<file path="src/rtl/mem_space_ctrl.sv">
// rtl/mem_space_ctrl.sv - sequential MSP430-style memory-space controller with RAM, ROM port and peripheral bridge
module mem_space_ctrl #(
    parameter int AW        = 16,
    parameter int UB_SFR    = 'h0010,
    parameter int UB_PERI8  = 'h0100,
    parameter int UB_PERI16 = 'h0200,
    parameter int UB_RAM    = 'h0400,
    parameter int UB_UNUSED = 'hC000,
    parameter int RAM_WS    = 0,
    parameter int PERI_TO   = 16
) (
    input  logic          clk,
    input  logic          rst_n,
    input  logic          req,
    input  logic [AW-1:0] MAB_in,
    input  logic [15:0]   MDB_in,
    input  logic          MW,
    input  logic          BW,
    output logic [15:0]   MDB_out,
    output logic          rdy,
    output logic          fault,
    output logic          busy,
    output logic [AW-2:0] rom_addr,
    input  logic [15:0]   rom_data,
    output logic [AW-1:0] peri_addr,
    output logic [15:0]   peri_wdata,
    output logic          peri_we,
    output logic          peri_bw,
    output logic          peri_req,
    input  logic          peri_ack,
    input  logic [15:0]   peri_rdata
);

    localparam int RAM_WORDS = (UB_RAM - UB_PERI16) / 2;
    localparam int RAM_IW    = $clog2(RAM_WORDS);

    typedef enum logic [2:0] {IDLE, RAM_WAIT, ROM_RD, PERI_REQ, DONE} state_t;
    typedef enum logic [2:0] {R_SFR, R_PERI8, R_PERI16, R_RAM, R_UNUSED, R_ROM} region_t;

    function automatic region_t decode(input logic [AW-1:0] a);
        if (a < AW'(UB_SFR))         return R_SFR;
        else if (a < AW'(UB_PERI8))  return R_PERI8;
        else if (a < AW'(UB_PERI16)) return R_PERI16;
        else if (a < AW'(UB_RAM))    return R_RAM;
        else if (a < AW'(UB_UNUSED)) return R_UNUSED;
        else                         return R_ROM;
    endfunction

    function automatic logic [15:0] lane_sel(input logic [15:0] w, input logic bw, input logic a0);
        if (!bw)
            return w;
        return a0 ? {8'h00, w[15:8]} : {8'h00, w[7:0]};
    endfunction

    state_t              state, state_nxt;
    region_t             region_in;
    logic                accept;
    logic                is_peri;
    logic [15:0]         cnt;
    logic [15:0]         rd_q;
    logic                flt_q;
    logic                ram_go;
    logic                peri_to;
    logic [15:0]         ram_mem [RAM_WORDS];
    logic [RAM_IW-1:0]   ram_idx;
    logic [15:0]         ram_rdata;

    assign region_in = decode(MAB_in);
    assign is_peri   = (region_in == R_SFR) || (region_in == R_PERI8) || (region_in == R_PERI16);
    // The rdy cycle still counts as busy, so a new request is only taken once it has passed.
    assign accept    = (state == IDLE) && req && !rdy;
    assign busy      = (state != IDLE) || rdy;
    assign ram_go    = (state == RAM_WAIT) && (cnt == 16'(RAM_WS));
    assign peri_to   = (cnt == 16'(PERI_TO - 1));
    assign ram_idx   = RAM_IW'((peri_addr - AW'(UB_PERI16)) >> 1);
    assign ram_rdata = ram_mem[ram_idx];

    always_ff @(posedge clk or negedge rst_n) begin
        if (!rst_n)
            state <= IDLE;
        else
            state <= state_nxt;
    end

    always_comb begin
        state_nxt = state;
        case (state)
            IDLE: begin
                if (accept) begin
                    case (region_in)
                        R_SFR, R_PERI8, R_PERI16: state_nxt = PERI_REQ;
                        R_RAM:                    state_nxt = RAM_WAIT;
                        R_ROM:                    state_nxt = MW ? DONE : ROM_RD;
                        default:                  state_nxt = DONE;
                    endcase
                end
            end
            RAM_WAIT: if (ram_go) state_nxt = DONE;
            ROM_RD:   state_nxt = DONE;
            PERI_REQ: if (peri_ack || peri_to) state_nxt = DONE;
            DONE:     state_nxt = IDLE;
            default:  state_nxt = IDLE;
        endcase
    end

    always_ff @(posedge clk or negedge rst_n) begin
        if (!rst_n) begin
            MDB_out    <= '0;
            rdy        <= 1'b0;
            fault      <= 1'b0;
            rom_addr   <= '0;
            peri_addr  <= '0;
            peri_wdata <= '0;
            peri_we    <= 1'b0;
            peri_bw    <= 1'b0;
            peri_req   <= 1'b0;
            cnt        <= '0;
            rd_q       <= '0;
            flt_q      <= 1'b0;
        end else begin
            rdy   <= 1'b0;
            fault <= 1'b0;
            case (state)
                IDLE: begin
                    if (accept) begin
                        peri_addr  <= MAB_in;
                        peri_wdata <= MDB_in;
                        peri_we    <= MW;
                        peri_bw    <= BW || (region_in == R_SFR) || (region_in == R_PERI8);
                        peri_req   <= is_peri;
                        cnt        <= '0;
                        rd_q       <= '0;
                        flt_q      <= (region_in == R_UNUSED) || ((region_in == R_ROM) && MW);
                        if ((region_in == R_ROM) && !MW)
                            rom_addr <= (AW-1)'((MAB_in - AW'(UB_UNUSED)) >> 1);
                    end
                end
                RAM_WAIT: begin
                    if (ram_go) begin
                        if (!peri_we)
                            rd_q <= lane_sel(ram_rdata, peri_bw, peri_addr[0]);
                    end else begin
                        cnt <= cnt + 16'd1;
                    end
                end
                ROM_RD: rd_q <= lane_sel(rom_data, peri_bw, peri_addr[0]);
                PERI_REQ: begin
                    // Ack wins over a timeout landing in the same cycle.
                    if (peri_ack) begin
                        peri_req <= 1'b0;
                        if (!peri_we)
                            rd_q <= lane_sel(peri_rdata, peri_bw, peri_addr[0]);
                    end else if (peri_to) begin
                        peri_req <= 1'b0;
                        flt_q    <= 1'b1;
                        rd_q     <= '0;
                    end else begin
                        cnt <= cnt + 16'd1;
                    end
                end
                DONE: begin
                    rdy   <= 1'b1;
                    fault <= flt_q;
                    if (!peri_we)
                        MDB_out <= rd_q;
                end
                default: ;
            endcase
        end
    end

    // RAM contents deliberately survive reset.
    always_ff @(posedge clk) begin
        if (ram_go && peri_we) begin
            if (!peri_bw)
                ram_mem[ram_idx] <= peri_wdata;
            else if (peri_addr[0])
                ram_mem[ram_idx][15:8] <= peri_wdata[7:0];
            else
                ram_mem[ram_idx][7:0] <= peri_wdata[7:0];
        end
    end

endmodule

</file>
<file path="config.mk">
export PLATFORM = sky130hd
export DESIGN_NAME = mem_space_ctrl
export DESIGN_NICKNAME = d
export VERILOG_FILES = /design/src/rtl/mem_space_ctrl.sv
export SDC_FILE = /design/constraint.sdc
export NUM_CORES = 2
export LEC_CHECK = 0
export BUFFER_PORTS_ARGS = -buffer_cell sky130_fd_sc_hd__buf_4
export CAP_MARGIN = 15
export CELL_PAD_IN_SITES_DETAIL_PLACEMENT = 0
export CELL_PAD_IN_SITES_GLOBAL_PLACEMENT = 2
export CORE_MARGIN = 2
export CORE_UTILIZATION = 46
export CTS_CLUSTER_DIAMETER = 200
export CTS_CLUSTER_SIZE = 25
export DETAILED_ROUTE_END_ITERATION = 10
export GPL_ROUTABILITY_DRIVEN = 0
export PLACE_DENSITY_LB_ADDON = 0.1
export SYNTH_ARGS = -nofsm -noshare
export SYNTH_HDL_FRONTEND = slang
export SYNTH_SLANG_ARGS = --single-unit
</file>
<file path="constraint.sdc">
create_clock -name clk -period 6.55 [get_ports clk]
set_clock_uncertainty 0.15 [all_clocks]
set_input_delay 0.3275 -clock clk [delete_from_list [all_inputs] [get_ports clk]]
set_output_delay 0.3275 -clock clk [all_outputs]
set_load 0.005 [all_outputs]
</file>
==> results by group <==
Yosys
  – Mapped Cells: 7675
  – Area fraction of the dominant cell type after synthesis: 75.25%
  – Netlist cell types: 80
  – #FFs+latches synth: 4200
  – Most frequent cells after synthesis: 4096 x edfxtp_1, 1040 x mux4_2, 592 x nor2_1, 270 x mux2i_1, 214 x nand2_1
  – Seq/Total Area, Yosys: between 70% and 80%
  – Count leader, synth: edfxtp_1
  – Top cells by area, synth: edfxtp_1 75%, mux4_2 14%, mux2i_1 1.7%, dfrtp_1 1.6%, nor2_1 1.4%
  – Synthesized cell area: roughly 160000 sq um
  – Async SR Flop Fraction: around 2.5%
  – Synth area leader: edfxtp_1
  – Post-synth EDFFs: 4096
  – Syn Area/Cell: ~21 sq um
  – Syn_nets: between 7000 and 8000
  – Ys flop type: edfxtp_1
  – Synthesis Warnings: 0

Timing
  – Unrepaired setup endpoints after global routing: false
  – Final hold vios: 0
  – FMAX: 177.7 MHz
  – Rel. slew slack: between 10% and 20%
  – Final setup TNS: 0 ps
  – Slew @ Worst Pin: 1335 ps
  – Period Utilization, post-route: a little under nine tenths
  – Final setup viols: 0
  – Min Clock Period, post-route: ~5600 ps
  – Final slew viol count: 0

Power
  – PnR Total Power: approximately 75 mW
  – Power density of the placed cells: ~420 nW/um^2
  – Lkg Pwr: 54.26 nW
  – Peak supply drop: approximately 0.33 mV

Route
  – Remaining antenna violation count after routing: 0
  – Iter 0 DRT Violations: 10854
  – Pre-antenna DRT Iters: 5
  – DR WL/cell: slightly below 40 um
  – DRC violations left: 0
  – Vias: 81844
  – Routed WL: approximately 500000 um
  – Vias per cell: 6.399

Layout
  – Final instance area: around 180000 sq um
  – Final nets: approximately 8000
  – Area Overhead vs Synth: 8.959%
  – Layout cells sized above 1: about 23%

Clocking
  – Root Buffer: clkbuf_16
  – CTS resizes: 0
  – H-tree levels: 4
  – Clock slew at reported path FFs: roughly 110 ps
  – Clock Latency Late Sink: roughly 960 ps
  – Clock Sinks: 4200
  – # Post-CTS Setup Buffers: 0
  – CTS tree: built
  – Max clock buf depth: 4
  – TritonCTS buffer count: approximately 190

Die
  – # IOs: 139
  – Core ar.: roughly 350000 sq um
  – Die W: 600.1 um
  – Starting density of the core: between 40% and 50%
  – Die Y: roughly 600 um
  – Die Area: ~360000 sq um
  – Rows: between 200 and 250

Setup path
  – Crit path DAT: about 6300 ps
  – R2R Setup Slk: a little over 900 ps
  – CP max FO: 54
  – WS Path Type: reg2reg
  – CP required: ~7200 ps
  – Worst setup EP type: register
  – Critical Path Start Type: register

Run
  – MaxCap Viol Count: 0

Global route
  – First-pass GRT wire length: 687400 um
  – Pin count of the biggest net entering global routing: slightly above 200
  – Total GRT Usage: approximately 28%
  – Grt total ovfl: 0
  – Antenna violations before repair: 38
  – Number of global-route vias before repair: 80752

Run status
  – Status: complete, no violations

Place
  – DP Wirelength: 318700 um
  – Post-DP Area: 171600 sq um
  – PortBufs: 138

Hold path
  – Hold Crit Class: in2reg
per-layer routing:
metal  up-vias  track usage [%]  part of all wire [%]
met5         -                0                 0.023
met4        12            8.861                   3.7
met3       577            4.805                   8.2
met2      3667            43.78                    47
met1     45253            39.98                    41
li1      32335                -                     -
worst paths after layout:
path | start | end | depth (start not counted)
max in group asynchronous | rst_n | peri_wdata[5] | 4
setup / recovery | peri_addr[1] | rd_q[11] | 12
hold / removal | MAB_in[9] | rom_addr[8] | 3
setup reg to reg | peri_addr[1] | rd_q[11] | 12
min in group asynchronous | rst_n | peri_addr[10] | 4
hold reg to reg | rd_q[11] | rd_q[11] | 2
critical path, stage by stage, from the launching register on:
cell           delay (ps)
dfrtp_4               860
buf_16                310
buf_12                430
buf_4                 450
mux4_2                580
mux4_2                510
a221oi_1              380
buf_4                 240
nand4_1                90
o21bai_1              310
a222oi_1              330
dlygate4sd3_1         630
o21ai_1                60
placed cells by master (no fill, tap or decap), types with 12 or more instances in the layout:
cell type / netlist / layout
clkbuf_1: 206 / 44
dfrtp_4: 0 / 14
edfxtp_1: 4096 / 4096
nand2_1: 214 / 200
dlygate4sd3_1: 0 / 138
nand3_1: 72 / 64
buf_12: 0 / 43
clkbuf_16: 0 / 192
o221ai_1: 12 / 12
dfrtp_1: 104 / 88
nor2b_1: 23 / 16
mux2i_1: 270 / 270
a22o_1: 30 / 30
nand4_1: 21 / 21
o22ai_1: 43 / 43
a22oi_1: 169 / 169
o32ai_1: 13 / 13
nor2_1: 592 / 585
buf_4: 61 / 428
mux2_2: 66 / 58
a31oi_1: 13 / 13
a21oi_1: 73 / 73
nand2_2: 0 / 14
nor3_1: 33 / 33
nor4_1: 15 / 12
a221oi_1: 32 / 32
mux4_2: 1040 / 1040
a211oi_1: 19 / 18
o21ai_0: 51 / 50
state kept, by name, indices dropped and copies added, names as in the netlist, 3 cells and up:
signal,count
rd_q,16
state,3
peri_wdata,16
MDB_out,16
ram_mem,4096
rom_addr,15
cnt,16
peri_addr,16
power breakdown:
group | internal (mW) | total (mW) | switching (mW)
logic | 9.07 | 26.7 | 17.6
registers | 33.3 | 34.3 | 1.04
clock network | 5.40 | 13.7 | 8.28
cell type report:
class,count,area [sq um]
fill,28116,175100
sequential,4200,125700
multi-input combinational,2982,35820
tap,4730,5918
timing repair buffer,615,5559
clock buffer,236,4970
clock inverter,8,100.1
inverter,14,53.80
antenna,6,15.01
kinds of logic (layout without fill, tap and decap cells):
kind of cell               Yosys count  in the layout  synth area share [%]
AOI/OAI and AO/OA                  541            541                 2.373
muxes                             1376           1376                 16.44
DFF                               4200           4200                 76.84
other                                0              6                     0
buffers and inverters              493            873                 1.489
and+or+nand+nor                   1049           1049                 2.760
xor gates and xnor gates            12             12               0.06430
adders and majority gates            4              4               0.03062
metrics by stage:
| stage | setup WS, ps | hold slack [ps] | util [%] | std cells |
|---|---|---|---|---|
| 6_report | 921.0 | 78.73 | 50.42 | 12791 |
| 3_3_place_gp | 615.4 | 219.2 | 48.56 | 12397 |
| 4_1_cts | 1037 | 12.20 | 50.41 | 12785 |
| 3_5_place_dp | 1288 | 211.1 | 48.58 | 12402 |
| 5_1_grt | 809.1 | 56.99 | 50.42 | 12787 |
| 2_1_floorplan | 342.2 | -118.1 | - | 7675 |
timing repair:
item                                    4_1_cts  5_1_grt
hold buffers                                139        0
hold endpoints to repair                    107        0
endpoints found under the setup margin        0        0
Power figures use the tool's default switching activity.
